File: src/rtl/ntt_seq_ctrl.sv
// ntt_seq_ctrl: NTT stage/address sequencer for two BFUs; define SCALE_PASS_EN to append the inverse N^-1 scale pass
module ntt_seq_ctrl #(
  parameter int N    = 256,
  parameter int LOGN = 8,
  parameter int AW   = 8,
  parameter int PIPE = 4
) (
  input  logic                        clk,
  input  logic                        rstn,
  input  logic                        start,
  input  logic [2:0]                  set_state,
  input  logic                        stall,
  output logic                        issue_vld,
  output logic [AW-1:0]               addr0_a,
  output logic [AW-1:0]               addr0_b,
  output logic [AW-1:0]               addr1_a,
  output logic [AW-1:0]               addr1_b,
  output logic [AW-1:0]               tw_addr,
  output logic [1:0]                  bf_mode,
  output logic [$clog2(LOGN+1)-1:0]   stage,
  output logic                        busy,
  output logic                        done
);
  localparam int SW = $clog2(LOGN+1);
  localparam int DW = $clog2(PIPE+1);
  typedef enum logic [1:0] {IDLE, ISSUE, DRAIN, DONE} state_t;
  state_t state, state_n;
  logic [AW-2:0] c, c_n;
  logic [SW-1:0] s, s_n;
  logic [1:0] mode, mode_n, cmd_mode;
  logic [DW-1:0] d, d_n;
  logic start_d, st_edge, cmd_ok, iss, bfly;
  logic [AW-1:0] j0, j1, pa0, pa1, hf;
  logic [SW-1:0] sh;
  function automatic logic [AW-1:0] pa(input logic [AW-1:0] j, input logic [SW-1:0] k);
    return ((j >> k) << (k + 1'b1)) | (j & ((AW'(1) << k) - AW'(1)));
  endfunction
  assign st_edge  = start & ~start_d;
  assign cmd_ok   = set_state == 3'b001 || set_state == 3'b011 || set_state == 3'b010;
  assign cmd_mode = set_state == 3'b001 ? 2'd0 : set_state == 3'b011 ? 2'd1 : 2'd2;
  always_ff @(posedge clk or negedge rstn) begin
    if (!rstn) begin
      state   <= IDLE;
      c       <= '0;
      s       <= '0;
      mode    <= '0;
      d       <= '0;
      start_d <= 1'b0;
    end else begin
      state   <= state_n;
      c       <= c_n;
      s       <= s_n;
      mode    <= mode_n;
      d       <= d_n;
      start_d <= start;
    end
  end
  always_comb begin
    state_n = state;
    c_n     = c;
    s_n     = s;
    mode_n  = mode;
    d_n     = d;
    case (state)
      IDLE: if (st_edge && cmd_ok) begin
        state_n = ISSUE;
        mode_n  = cmd_mode;
        c_n     = '0;
        s_n     = '0;
      end
      ISSUE: if (!stall) begin
        c_n = c + 1'b1;
        if (c == (mode[1] ? (AW-1)'(N/2-1) : (AW-1)'(N/4-1))) begin
          state_n = DRAIN;
          c_n     = '0;
          d_n     = '0;
        end
      end
      DRAIN: begin
        d_n = d + 1'b1;
        if (d == DW'(PIPE-1)) begin
          d_n = '0;
          if (!mode[1] && s != SW'(LOGN-1)) begin
            state_n = ISSUE;
            s_n     = s + 1'b1;
          end
`ifdef SCALE_PASS_EN
          else if (mode == 2'd1) begin
            state_n = ISSUE;
            mode_n  = 2'd3;
            s_n     = SW'(LOGN);
          end
`endif
          else state_n = DONE;
        end
      end
      default: state_n = IDLE;
    endcase
  end
  // forward halves shrink from N/2, inverse halves grow from 1; sh is log2(half)
  assign bfly = ~mode[1];
  assign sh   = mode == 2'd0 ? SW'(LOGN-1) - s : s;
  assign j0   = {c, 1'b0};
  assign j1   = {c, 1'b1};
  assign hf   = AW'(1) << sh;
  assign pa0  = pa(j0, sh);
  assign pa1  = pa(j1, sh);
  assign iss  = state == ISSUE;
  assign issue_vld = iss & ~stall;
  assign busy      = state == ISSUE || state == DRAIN;
  assign done      = state == DONE;
  assign stage     = busy ? s : '0;
  assign bf_mode   = busy ? mode : '0;
  assign addr0_a   = !iss ? '0 : bfly ? pa0 : j0;
  assign addr0_b   = !iss ? '0 : bfly ? pa0 + hf : j0;
  assign addr1_a   = !iss ? '0 : bfly ? pa1 : j1;
  assign addr1_b   = !iss ? '0 : bfly ? pa1 + hf : j1;
  assign tw_addr   = !iss ? '0 : bfly ? (AW'(1) << (SW'(LOGN-1) - sh)) + (j0 >> sh) : mode[0] ? AW'(N-1) : '0;
endmodule
File: config.mk
export PLATFORM = sky130hd
export DESIGN_NAME = ntt_seq_ctrl
export DESIGN_NICKNAME = d
export VERILOG_FILES = /design/src/rtl/ntt_seq_ctrl.sv
export SDC_FILE = /design/constraint.sdc
export NUM_CORES = 1
export LEC_CHECK = 0
export BUFFER_PORTS_ARGS = -buffer_cell sky130_fd_sc_hd__clkbuf_2
export CAP_MARGIN = 20
export CORE_ASPECT_RATIO = 0.8
export CORE_MARGIN = 8
export CORE_UTILIZATION = 55
export CTS_CLUSTER_SIZE = 28
export DETAILED_ROUTE_END_ITERATION = 8
export PLACE_DENSITY_LB_ADDON = 0.1
export SLEW_MARGIN = 20
export SYNTH_ARGS = -nofsm -noshare
export SYNTH_HDL_FRONTEND = slang
export SYNTH_SLANG_ARGS = --single-unit
File: constraint.sdc
create_clock -name clk -period 8.1 [get_ports clk]
set_input_delay 0.405 -clock clk [delete_from_list [all_inputs] [get_ports clk]]
set_output_delay 0.405 -clock clk [all_outputs]
set_load 0.02 [all_outputs]
# [Word level (Yosys, flattened, before mapping)]
# Cells that the tools add are included.
[word_totals] ff_bits=19 in_bits=7 output_inout_bits=49 wordCells=95
[classes] add_sub_neg=10 n_eq_ne=14 shift=6 muxes=35 bitwise=8 n_reduce_logical=16
[ops] operator="two-way mux 8 bit" count=11
[ops] operator="two-way mux 7 bit" count=4
[ops] operator="adder 8 bit" count=3
[ops] operator="two-way mux 4 bit" count=5
[ops] operator="bitwise AND 8 bit" count=2
[ops] operator="two-way mux 2 bit" count=8
[ops] operator="bitwise OR 8 bit" count=2
[ops] operator="left shift 1 x 4 -> 8 bit (first input constant)" count=2
[ops] operator="left shift 8 x 4 -> 8 bit" count=2
[ops] operator=">> shifter 8 x 4 -> 8 bit" count=2
[ops] operator="case mux 7 bit (2 select lines)" count=1
[ops] operator="equality test 3 x 2 -> 1 bit (second input constant)" count=3
[ops] operator="two-way mux 3 bit" count=3
[ops] operator="adder 4 x 1 -> 4 bit (second input constant)" count=2
[ops] operator="inequality test 2 bit (second input constant)" count=4
[ops] operator="case mux 4 bit (2 select lines)" count=1
[ops] operator="AND reduction 4 bit" count=2
[ops] operator="subtractor 3 x 4 -> 4 bit (first input constant)" count=2
[ops] operator="subtractor 8 x 1 -> 8 bit (second input constant)" count=1
[ops] operator="adder 7 x 1 -> 7 bit (second input constant)" count=1
[ops] operator="equality test 7 bit" count=1
[ops] operator="case mux 2 bit (3 select lines)" count=1
[ops] operator="case mux 3 bit (2 select lines)" count=1
[ops] operator="AND reduction 3 bit" count=2
[ops] operator="other kinds (14)" count=23

# [Logic depth before layout (Yosys ltp)]
# Gate-level depths: netlist of the first run.
[logic_depth] word_depth=9 mapped_depth=18 depth_no_buf=16

# [Worst setup path before layout of the first run]
# OpenSTA, ideal clock, no wires.
[synth_timing] path_type="register to output" from="register mode[1]" to="output addr1_b[7]" arrival_time_ns=3.933 t_required_ns=7.695 setup_slack_ns=3.762 stages_incl_launch_ff=17 path_buffers=1 path_cell_list="dfrtp_1 buf_2 or4_1 nand2_1 ha_1 clkinv_1 nand2_1 o41ai_1 ha_1 a21o_1 a21o_1 a21oi_1 o21bai_1 a21oi_1 mux2i_1 nand3_1 nor2_1"
[synth_between] elab_chain_cells=9 word_cells_on_any_way=12 classes_between="3 x add/sub; 3 x shift; 3 x mux; 2 x bitwise; 1 x reduce/logical"
[synth_lines] element="start, declared" line_no="30" source="logic [1:0] mode, mode_n, cmd_mode;"
[synth_lines] element="start signal, assigned" line_no="53" source="mode <= mode_n;"
[synth_lines] element="logical NOT 2 bit" line_no="102" source="assign sh = mode == 2'd0 ? SW'(LOGN-1) - s : s;"
[synth_lines] element="two-way mux 4 bit" line_no="102"
[synth_lines] element="left shift 1 x 4 -> 8 bit" line_no="36, 105"
[synth_lines] element="subtractor 8 x 1 -> 8 bit" line_no="36" source="return ((j >> k) << (k + 1'b1)) | (j & ((AW'(1) << k) - AW'(1)));"
[synth_lines] element="bitwise AND 8 bit" line_no="36"
[synth_lines] element="bitwise OR 8 bit" line_no="36"
[synth_lines] element="adder 8 bit" line_no="117" source="assign addr1_b = !iss ? '0 : bfly ? pa1 + hf : j1;"
[synth_lines] element="two-way mux 8 bit (*) (2 in a row)" line_no="117"
[synth_lines] element="end, declared" line_no="17" source="output logic [AW-1:0] addr1_b,"
# Every way passes the cells marked *; elsewhere a longest branch is shown, timed or not.

# [Final worst setup path of the first run]
[layout_timing] from="register s[0]" to="output addr1_b[7]"
[layout_between] elab_chain_cells=9 word_cells_on_any_way=12 classes_between="4 x add/sub; 3 x shift; 3 x mux; 2 x bitwise"
[layout_lines] element="start, declared" line_no="29" source="logic [SW-1:0] s, s_n;"
[layout_lines] element="start signal, assigned" line_no="52" source="s <= s_n;"
[layout_lines] element="subtractor 3 x 4 -> 4 bit" line_no="102"
[layout_lines] element="two-way mux 4 bit (*)" line_no="102"
[layout_lines] element="left shift 1 x 4 -> 8 bit" line_no="36, 105"
[layout_lines] element="subtractor 8 x 1 -> 8 bit" line_no="36"
[layout_lines] element="bitwise AND 8 bit" line_no="36"
[layout_lines] element="bitwise OR 8 bit" line_no="36"
[layout_lines] element="adder 8 bit (*)" line_no="117"
[layout_lines] element="two-way mux 8 bit (*) (2 in a row)" line_no="117"
# Marks and branches as above.

==> flow_metrics.tcl, run 1 <==
set metrics [dict create \
    avgSynthCellArea_um2 7.510 \
    worst_setup_path_start_kind "register" \
    timing.rr.end "state[1]" \
    status "complete, no violations" \
    multi_input_area_um2 2796 \
    clock_sinks 19 \
    dr.pass1.iters 4 \
    coreArea_um2 6246 \
    vias_per_cell 6.296 \
    grt_usage_pct 22.21 \
    routed_wl_um 10420 \
    fin_worst_skew_ns 0.005275 \
    worstPathRequired_ns 7.70 \
    drtIter0Drc 277 \
    synth_area_leader_cell "dfrtp_1" \
    top_layer "met4" \
    worstSkewPairLatency_ns 0.26 \
    numCtsBuffers 3 \
    hold_path_class "in2async" \
    gr-total-overflow 0 \
    synth_top_area_share_pct 13.64 \
    utilization_pct 60.88 \
    clkSlewWorstSetupHoldPaths_ns 0.08 \
    synth_common_cells "nand2_1 (45), o21ai_0 (39), a21oi_1 (31)" \
    antennaDiodeCount 0 \
    dpl.hpwl_um 8032 \
    setup_viol 0 \
    drive_gt1_share_pct 17.85 \
    grt_pass1_vias 3321 \
    max_cap_violations 0 \
    fill_cells 597 \
    startpoint "s[0]" \
    port_buffers 55 \
    dpl.cell_count 573 \
    post_cts_resized 0 \
    finalNetCount 533 \
    synth-edff-count 0 \
    tightestPinTransition_ns 0.8615 \
    synth-seq-cells 19 \
    r2r_slack_ns 5.34 \
    place_congestion 0.9800 \
    endpoint_kind "primary output" \
    core.rowCount 26 \
    ys.flop_type "dfrtp_1" \
    die_h_um 87.20 \
    fin_crit_ns 5.611 \
    netlist_instances 464 \
    hold_viol 0 \
    reg2reg_depth 8 \
    clockRootBuffer "clkbuf_8" \
    chipWidth_um 105.0 \
    cts_tree "built" \
    synth.distinct_cells 68 \
    ys_async_sr_fraction_pct 100.0 \
    cts_buffer_depth 2 \
    wl_met1_um 5113 \
    post_cts_buffers 0 \
    r2r-start "c[1]" \
    slew_violations 0 \
    syn2layout_area_growth_pct 9.120 \
    power_leakage_nw 1.732 \
    power_mw 1.380 \
    ios 56 \
    power.density_nw_per_um2 362.8 \
    peakVddDrop_mv 0.2957 \
    grt_max_degree 45 \
    synth_most_common_cell "nand2_1" \
    final_cells 577 \
    drc 0 \
    postCtsHoldBufs 0 \
    slew_headroom_pct 41.08 \
    synthesis.nets 503 \
    register_area_um2 475.5 \
    start_util_pct 55.79 \
    fmax_mhz 178.2 \
    wl_met3_um 772 \
    rsz0062_at_grt "false" \
    period_share_pct 69.28 \
    die-area_um2 9155 \
    mappedNetlistArea_um2 3485 \
    grt_pass1_wl_um 16670 \
    vias 3633 \
    htree_levels 1 \
    criticalPathCategory "reg2out" \
    antenna_found_initial 0 \
    postRouteAntennaNets 0 \
    wl_met2_um 4369 \
    arrival_ns 5.21 \
    ys_warn_count 0 \
    synthTopCellsByArea "dfrtp_1 (14%), ha_1 (10%), o21ai_0 (5.6%)" \
    ys_seq_area_share_pct 13.64 \
    fin_setup_tns_ns 0 \
    wl_per_cell_um 18.06 \
    crit_path_max_fanout 25 \
]
[per-layer routing]
layer	up-vias	global-route usage, %
met5	-	0
met3	20	4.068
met1	1691	31.60
met4	0	5.685
li1	1755	-
met2	167	33.35
[per-stage QoR]
stage	cell area, µm²	hold slack [ns]	worst slack (ns)
6_report	3802	0.08094	2.489
2_1_floorplan	3485	0.1094	3.762
3_3_place_gp	3754	0.3851	2.914
4_1_cts	3802	0.08963	2.629
5_1_grt	3802	0.1196	2.230
3_5_place_dp	3754	0.3826	2.920
[flip-flops by register name, indices dropped and copies added, names as in the netlist]
| register | flops |
|---|---|
| c | 7 |
| d | 3 |
| mode | 2 |
| s | 4 |
| start_d | 1 |
| state | 2 |
[placed cells by master, fill, tap and decap left out, types with 7 or more instances in the layout]
cell	count
nand2_1	45
a21boi_0	8
and2_1	29
o211ai_1	9
a21oi_1	31
o31ai_1	7
ha_1	29
nor2_1	29
inv_1	20
a21o_1	9
nand3_1	12
o21ai_0	39
dfrtp_1	19
o21bai_1	8
clkbuf_2	55
xnor2_1	12
mux2i_1	9
[final cells by class]
cell class | count | area share, %
Tap cell | 84 | 2.764
Sequential cell | 19 | 12.50
Inverter | 21 | 2.073
Clock inverter | 1 | 0.1974
Multi-Input combinational cell | 391 | 73.54
Clock buffer | 3 | 1.086
Timing Repair Buffer | 58 | 7.832
[how the worst max path moves through the flow]
stage / cells past startpoint / to / slack (ns)
global route: 16 / addr1_b[7] / 2.23
floorplan: 16 / addr1_b[7] / 3.76
CTS: 16 / addr1_b[7] / 2.63
finish: 16 / addr1_b[7] / 2.49
global placement: 16 / addr1_b[7] / 2.91
detailed placement: 16 / addr1_b[7] / 2.92
[report_power, final]
group	switching [mW]	leakage (nW)	internal, mW
clock network	0.0349	0.0217	0.0347
registers	0.0846	0.239	0.115
logic	0.682	1.47	0.428
total	0.802	1.73	0.578
[worst max-delay path: stages (launching register included)]
cell	delay (ns)
dfrtp_1	0.67
xnor2_2	0.71
mux4_2	0.64
nand2_1	0.12
o2111ai_1	0.20
a31oi_1	0.58
o2bb2ai_1	0.12
ha_1	0.34
a21o_1	0.20
a21o_1	0.18
a21oi_1	0.23
o21bai_1	0.09
a21oi_1	0.27
mux2i_1	0.23
nand3_1	0.09
nor2_1	0.10
clkbuf_2	0.17
[cell families after synthesis]
logic type               synth area share [%]
AO/OA/AOI/OAI                           32.46
XOR/XNOR                                5.925
adder cells (fa/ha/maj)                 12.14
buffers and inverters                   6.104
flip-flops                              13.64
multiplexers                            6.463
other                                  0.1076
AND/OR/NAND/NOR                         23.16
No activity file was read; power rests on OpenSTA's default activity.
==> inputs of run 2 (changes only) <==
clock period = 5.69 ns   (was 8.1 ns; I/O delays follow)
==> flow_metrics.tcl, run 2 (synthesized netlist as in run 1, its figures left out) <==
set metrics [dict create \
    core.rowCount 26 \
    dpl.cell_count 579 \
    antennaDiodeCount 0 \
    status "complete, no violations" \
    power.density_nw_per_um2 508.0 \
    die-area_um2 9155 \
    antenna_found_initial 0 \
    finalInstanceArea_um2 3880 \
    top_register "c" \
    layout_common_cells "clkbuf_2 (55), nand2_1 (45), o21ai_0 (39), a21oi_1 (31)" \
    slew_headroom_pct 50.48 \
    dr.pass1.iters 4 \
    arrival_ns 5.00 \
    utilization_pct 62.12 \
    grt_pass1_wl_um 17640 \
    drive_gt1_share_pct 19.20 \
    tightestPinTransition_ns 0.7428 \
    criticalPathCategory "reg2out" \
    drtIter0Drc 238 \
    start_util_pct 55.79 \
    clockRootBuffer "clkbuf_8" \
    syn2layout_area_growth_pct 11.35 \
    period_share_pct 92.84 \
    placed_area_um2 3799 \
    fin_crit_ns 5.283 \
    endpoint_kind "primary output" \
    max_cap_violations 0 \
    r2r-start "c[1]" \
    clkSlewWorstSetupHoldPaths_ns 0.09 \
    routed_wl_um 10620 \
    startpoint "mode[1]" \
    drc 0 \
    cts_tree "built" \
    coreArea_um2 6246 \
    final_common_cell "clkbuf_2" \
    worst_setup_path_start_kind "register" \
    dpl.hpwl_um 8292 \
    finalNetCount 540 \
    place_congestion 0.9937 \
    setup_viol 0 \
    fmax_mhz 189.3 \
    grt_max_degree 45 \
    hold_path_class "in2reg" \
    grt_pass1_vias 3516 \
    fin_setup_tns_ns 0 \
    cts_buffer_depth 2 \
    port_buffers 55 \
    crit_path_max_fanout 32 \
    vias 3622 \
    grt_usage_pct 23.41 \
    gr-total-overflow 0 \
    postRouteAntennaNets 0 \
    r2r_slack_ns 2.93 \
    power_leakage_nw 1.771 \
    rsz0062_at_grt "false" \
    wl_per_cell_um 18.18 \
    peakVddDrop_mv 0.3927 \
    ios 56 \
    largest_reg_flops 7 \
    worstSkewPairLatency_ns 0.26 \
    fill_cells 613 \
    reg_top3 "c (7), s (4), d (3)" \
    post_cts_buffers 0 \
    chipWidth_um 105.0 \
    slew_violations 0 \
    htree_levels 1 \
    worstPathRequired_ns 5.41 \
    hold_viol 0 \
    final_cells 584 \
    vias_per_cell 6.202 \
    numCtsBuffers 3 \
    die_h_um 87.20 \
    hold_path.startpoint "start" \
    clock_sinks 19 \
    fin_worst_skew_ns 0.01181 \
]
[run 2: final cells by class]
cell class                      count  area (µm²)  share of cell area (%)
Inverter                           21       78.83                   2.032
Tap cell                           84       105.1                   2.709
Sequential cell                    19       475.5                   12.25
Multi-Input combinational cell    391        2819                   72.65
Timing Repair Buffer               65       352.8                   9.094
Clock buffer                        3       41.29                   1.064
Clock inverter                      1       7.507                  0.1935
[run 2: path summary, 6_finish.rpt]
check                        endpoint  cells past startpoint
max                        addr0_b[7]                     17
min reg2reg                      d[1]                      1
max reg2reg                  state[1]                      8
min                           start_d                      1
max in group asynchronous     mode[1]                      2
min in group asynchronous        c[1]                      2
[run 2: power by group]
group	internal, mW	switching (mW)	leakage (nW)
Sequential	0.164	0.111	0.239
Clock	0.0494	0.0504	0.0217
Combinational	0.620	0.977	1.51
[run 2: through the flow]
step                hold WS (ns)  power, mW  worst slack, ns
floorplan               -0.01109      1.403            1.472
global placement          0.2665      1.838           0.6888
detailed placement        0.2652      1.849           0.6188
CTS                       0.1517      1.957           0.3400
global route              0.1508      2.140          0.05439
finish                    0.1551      1.971           0.4075
[run 2: per-layer routing]
metal / up-vias / part of all wire (%) / GRT usage [%]
li1: 1762 / - / -
met1: 1694 / 49 / 33.23
met2: 151 / 43 / 35.48
met3: 15 / 7.5 / 4.512
met4: 0 / 1.2 / 5.168
met5: - / 0 / 0
[run 2: critical path, stage by stage, from the launching register on]
cell and delay (ns):
dfrtp_1 0.61, buf_4 0.35, or4_1 0.62, nand2_1 0.21, ha_1 0.33, clkinv_1 0.17
nand2_1 0.22, o21ai_2 0.29, ha_1 0.27, a21o_1 0.16, a21oi_1 0.22, o21bai_1 0.10
a21oi_1 0.25, o21ai_0 0.23, or3_1 0.35, mux2i_1 0.13, nor2_1 0.06, clkbuf_2 0.16
[run 2: timing repair]
item | in CTS | in global routing
gates resized for setup | 0 | 3
setup endpoints to repair | 0 | 2
hold endpoints to repair | 19 | 0
hold buffers | 1 | 0
==> inputs of run 3 (changes only) <==
CORE_MARGIN = default   (was 8)
==> flow_metrics.tcl, run 3 (synthesized netlist as in run 1, its figures left out) <==
set metrics [dict create \
    cts_tree "built" \
    setup_viol 0 \
    drc 0 \
    power.density_nw_per_um2 505.9 \
    wl_per_cell_um 17.37 \
    coreArea_um2 6006 \
    worstSkewPairLatency_ns 0.27 \
    clockRootBuffer "clkbuf_8" \
    start_util_pct 58.02 \
    post_cts_buffers 0 \
    grt_pass1_wl_um 16240 \
    antennaDiodeCount 0 \
    dr.pass1.iters 5 \
    worstPathRequired_ns 5.41 \
    rsz0062_at_grt "false" \
    reg2reg_depth 8 \
    fin_worst_skew_ns 0.006139 \
    port_buffers 55 \
    multi_input_area_um2 2808 \
    fin_crit_ns 5.347 \
    placed_area_um2 3765 \
    tightestPinTransition_ns 0.8723 \
    postRouteAntennaNets 0 \
    reg_top3 "c (7), s (4), d (3)" \
    hold_path_class "in2reg" \
    drive_gt1_share_pct 18.15 \
    core.rowCount 25 \
    antenna_found_initial 0 \
    hold_depth 1 \
    vias 3673 \
    finalInstanceArea_um2 3835 \
    endpoint_kind "primary output" \
    largest_reg_flops 7 \
    place_congestion 0.9774 \
    worst_setup_path_start_kind "register" \
    period_share_pct 93.97 \
    gr-total-overflow 0 \
    status "complete, no violations" \
    finalNetCount 536 \
    power_leakage_nw 1.747 \
    htree_levels 1 \
    slew_violations 0 \
    final_common_cell "clkbuf_2" \
    die_h_um 73.20 \
    criticalPathCategory "reg2out" \
    power_mw 1.940 \
    top_register "c" \
    clkSlewWorstSetupHoldPaths_ns 0.08 \
    die-area_um2 6660 \
    chipWidth_um 90.99 \
    routed_wl_um 10020 \
    drtIter0Drc 380 \
    arrival_ns 5.06 \
    slew_headroom_pct 41.08 \
    grt_pass1_vias 3308 \
    cts_buffer_depth 2 \
    numCtsBuffers 3 \
    r2r_slack_ns 2.90 \
    syn2layout_area_growth_pct 10.05 \
    register_area_um2 475.5 \
    clock_sinks 19 \
    ios 56 \
    grt_usage_pct 30.63 \
    vias_per_cell 6.366 \
    dpl.hpwl_um 7806 \
    layout_common_cells "clkbuf_2 (55), nand2_1 (45), o21ai_0 (39), a21oi_1 (31)" \
    max_cap_violations 0 \
    grt_max_degree 45 \
    fin_setup_tns_ns 0 \
    peakVddDrop_mv 0.3426 \
    fill_cells 556 \
    fmax_mhz 187.0 \
    crit_path_max_fanout 35 \
    hold_viol 0 \
]
==> run 3: repair_timing <==
item                                    4_1_cts  5_1_grt
endpoints found under the hold margin        19        0
hold buffers                                  1        0
gates resized for setup                       0        1
endpoints found under the setup margin        0        2
==> run 3: routing by layer <==
metal | track usage [%] | up-vias | routed length, µm | share of wire (%)
met2 | 47.31 | 200 | 4166 | 42
met1 | 44.29 | 1696 | 4663 | 47
met3 | 6.563 | 14 | 1071 | 11
li1 | - | 1763 | - | -
met5 | 0 | - | 0 | 0
met4 | 5.820 | 0 | 119 | 1.2
==> run 3: worst max-delay path, stage by stage, from the launching register on <==
cell,delay (ns)
dfrtp_1,0.59
buf_4,0.34
or4_1,0.63
nand2_1,0.20
ha_1,0.34
clkinv_1,0.18
nand2_1,0.20
o41ai_1,0.87
ha_1,0.28
a21o_1,0.15
a21o_1,0.11
a21oi_1,0.09
o21bai_1,0.17
a21oi_1,0.14
mux2i_1,0.16
nand3_1,0.08
nor2_1,0.10
clkbuf_2,0.17
==> run 3: area by class of cell <==
type,count,share of cell area (%)
flip-flops and latches,19,12.40
inverters,21,2.055
repair buffers,61,8.418
clock buffers,3,1.077
clock inverters,1,0.1958
multi-input cells,391,73.21
well taps,81,2.643
==> run 3: power by group <==
part           switching [mW]  total [mW]  internal (mW)
registers               0.108       0.272          0.164
logic                   0.954        1.57          0.613
clock network          0.0515       0.101         0.0495
==> run 3: metrics by stage <==
step	utilization, %	worst slack (ns)	hold slack [ns]	std cells
4_1_cts	63.67	0.4146	0.1605	577
6_report	63.85	0.3433	0.1598	577
3_3_place_gp	62.69	0.7538	0.2633	572
3_5_place_dp	62.69	0.6877	0.2640	572
5_1_grt	63.85	0.06550	0.1523	577
2_1_floorplan	-	1.472	-0.01109	464
==> run 3: path summary, 6_finish.rpt <==
check / from / end
min in group asynchronous: rstn / d[1]
worst min register to register: d[1] / d[1]
worst max-delay path: mode[1] / addr1_b[7]
max in group asynchronous: rstn / s[3]
worst min-delay path: start / start_d
worst max register to register: c[1] / state[1]
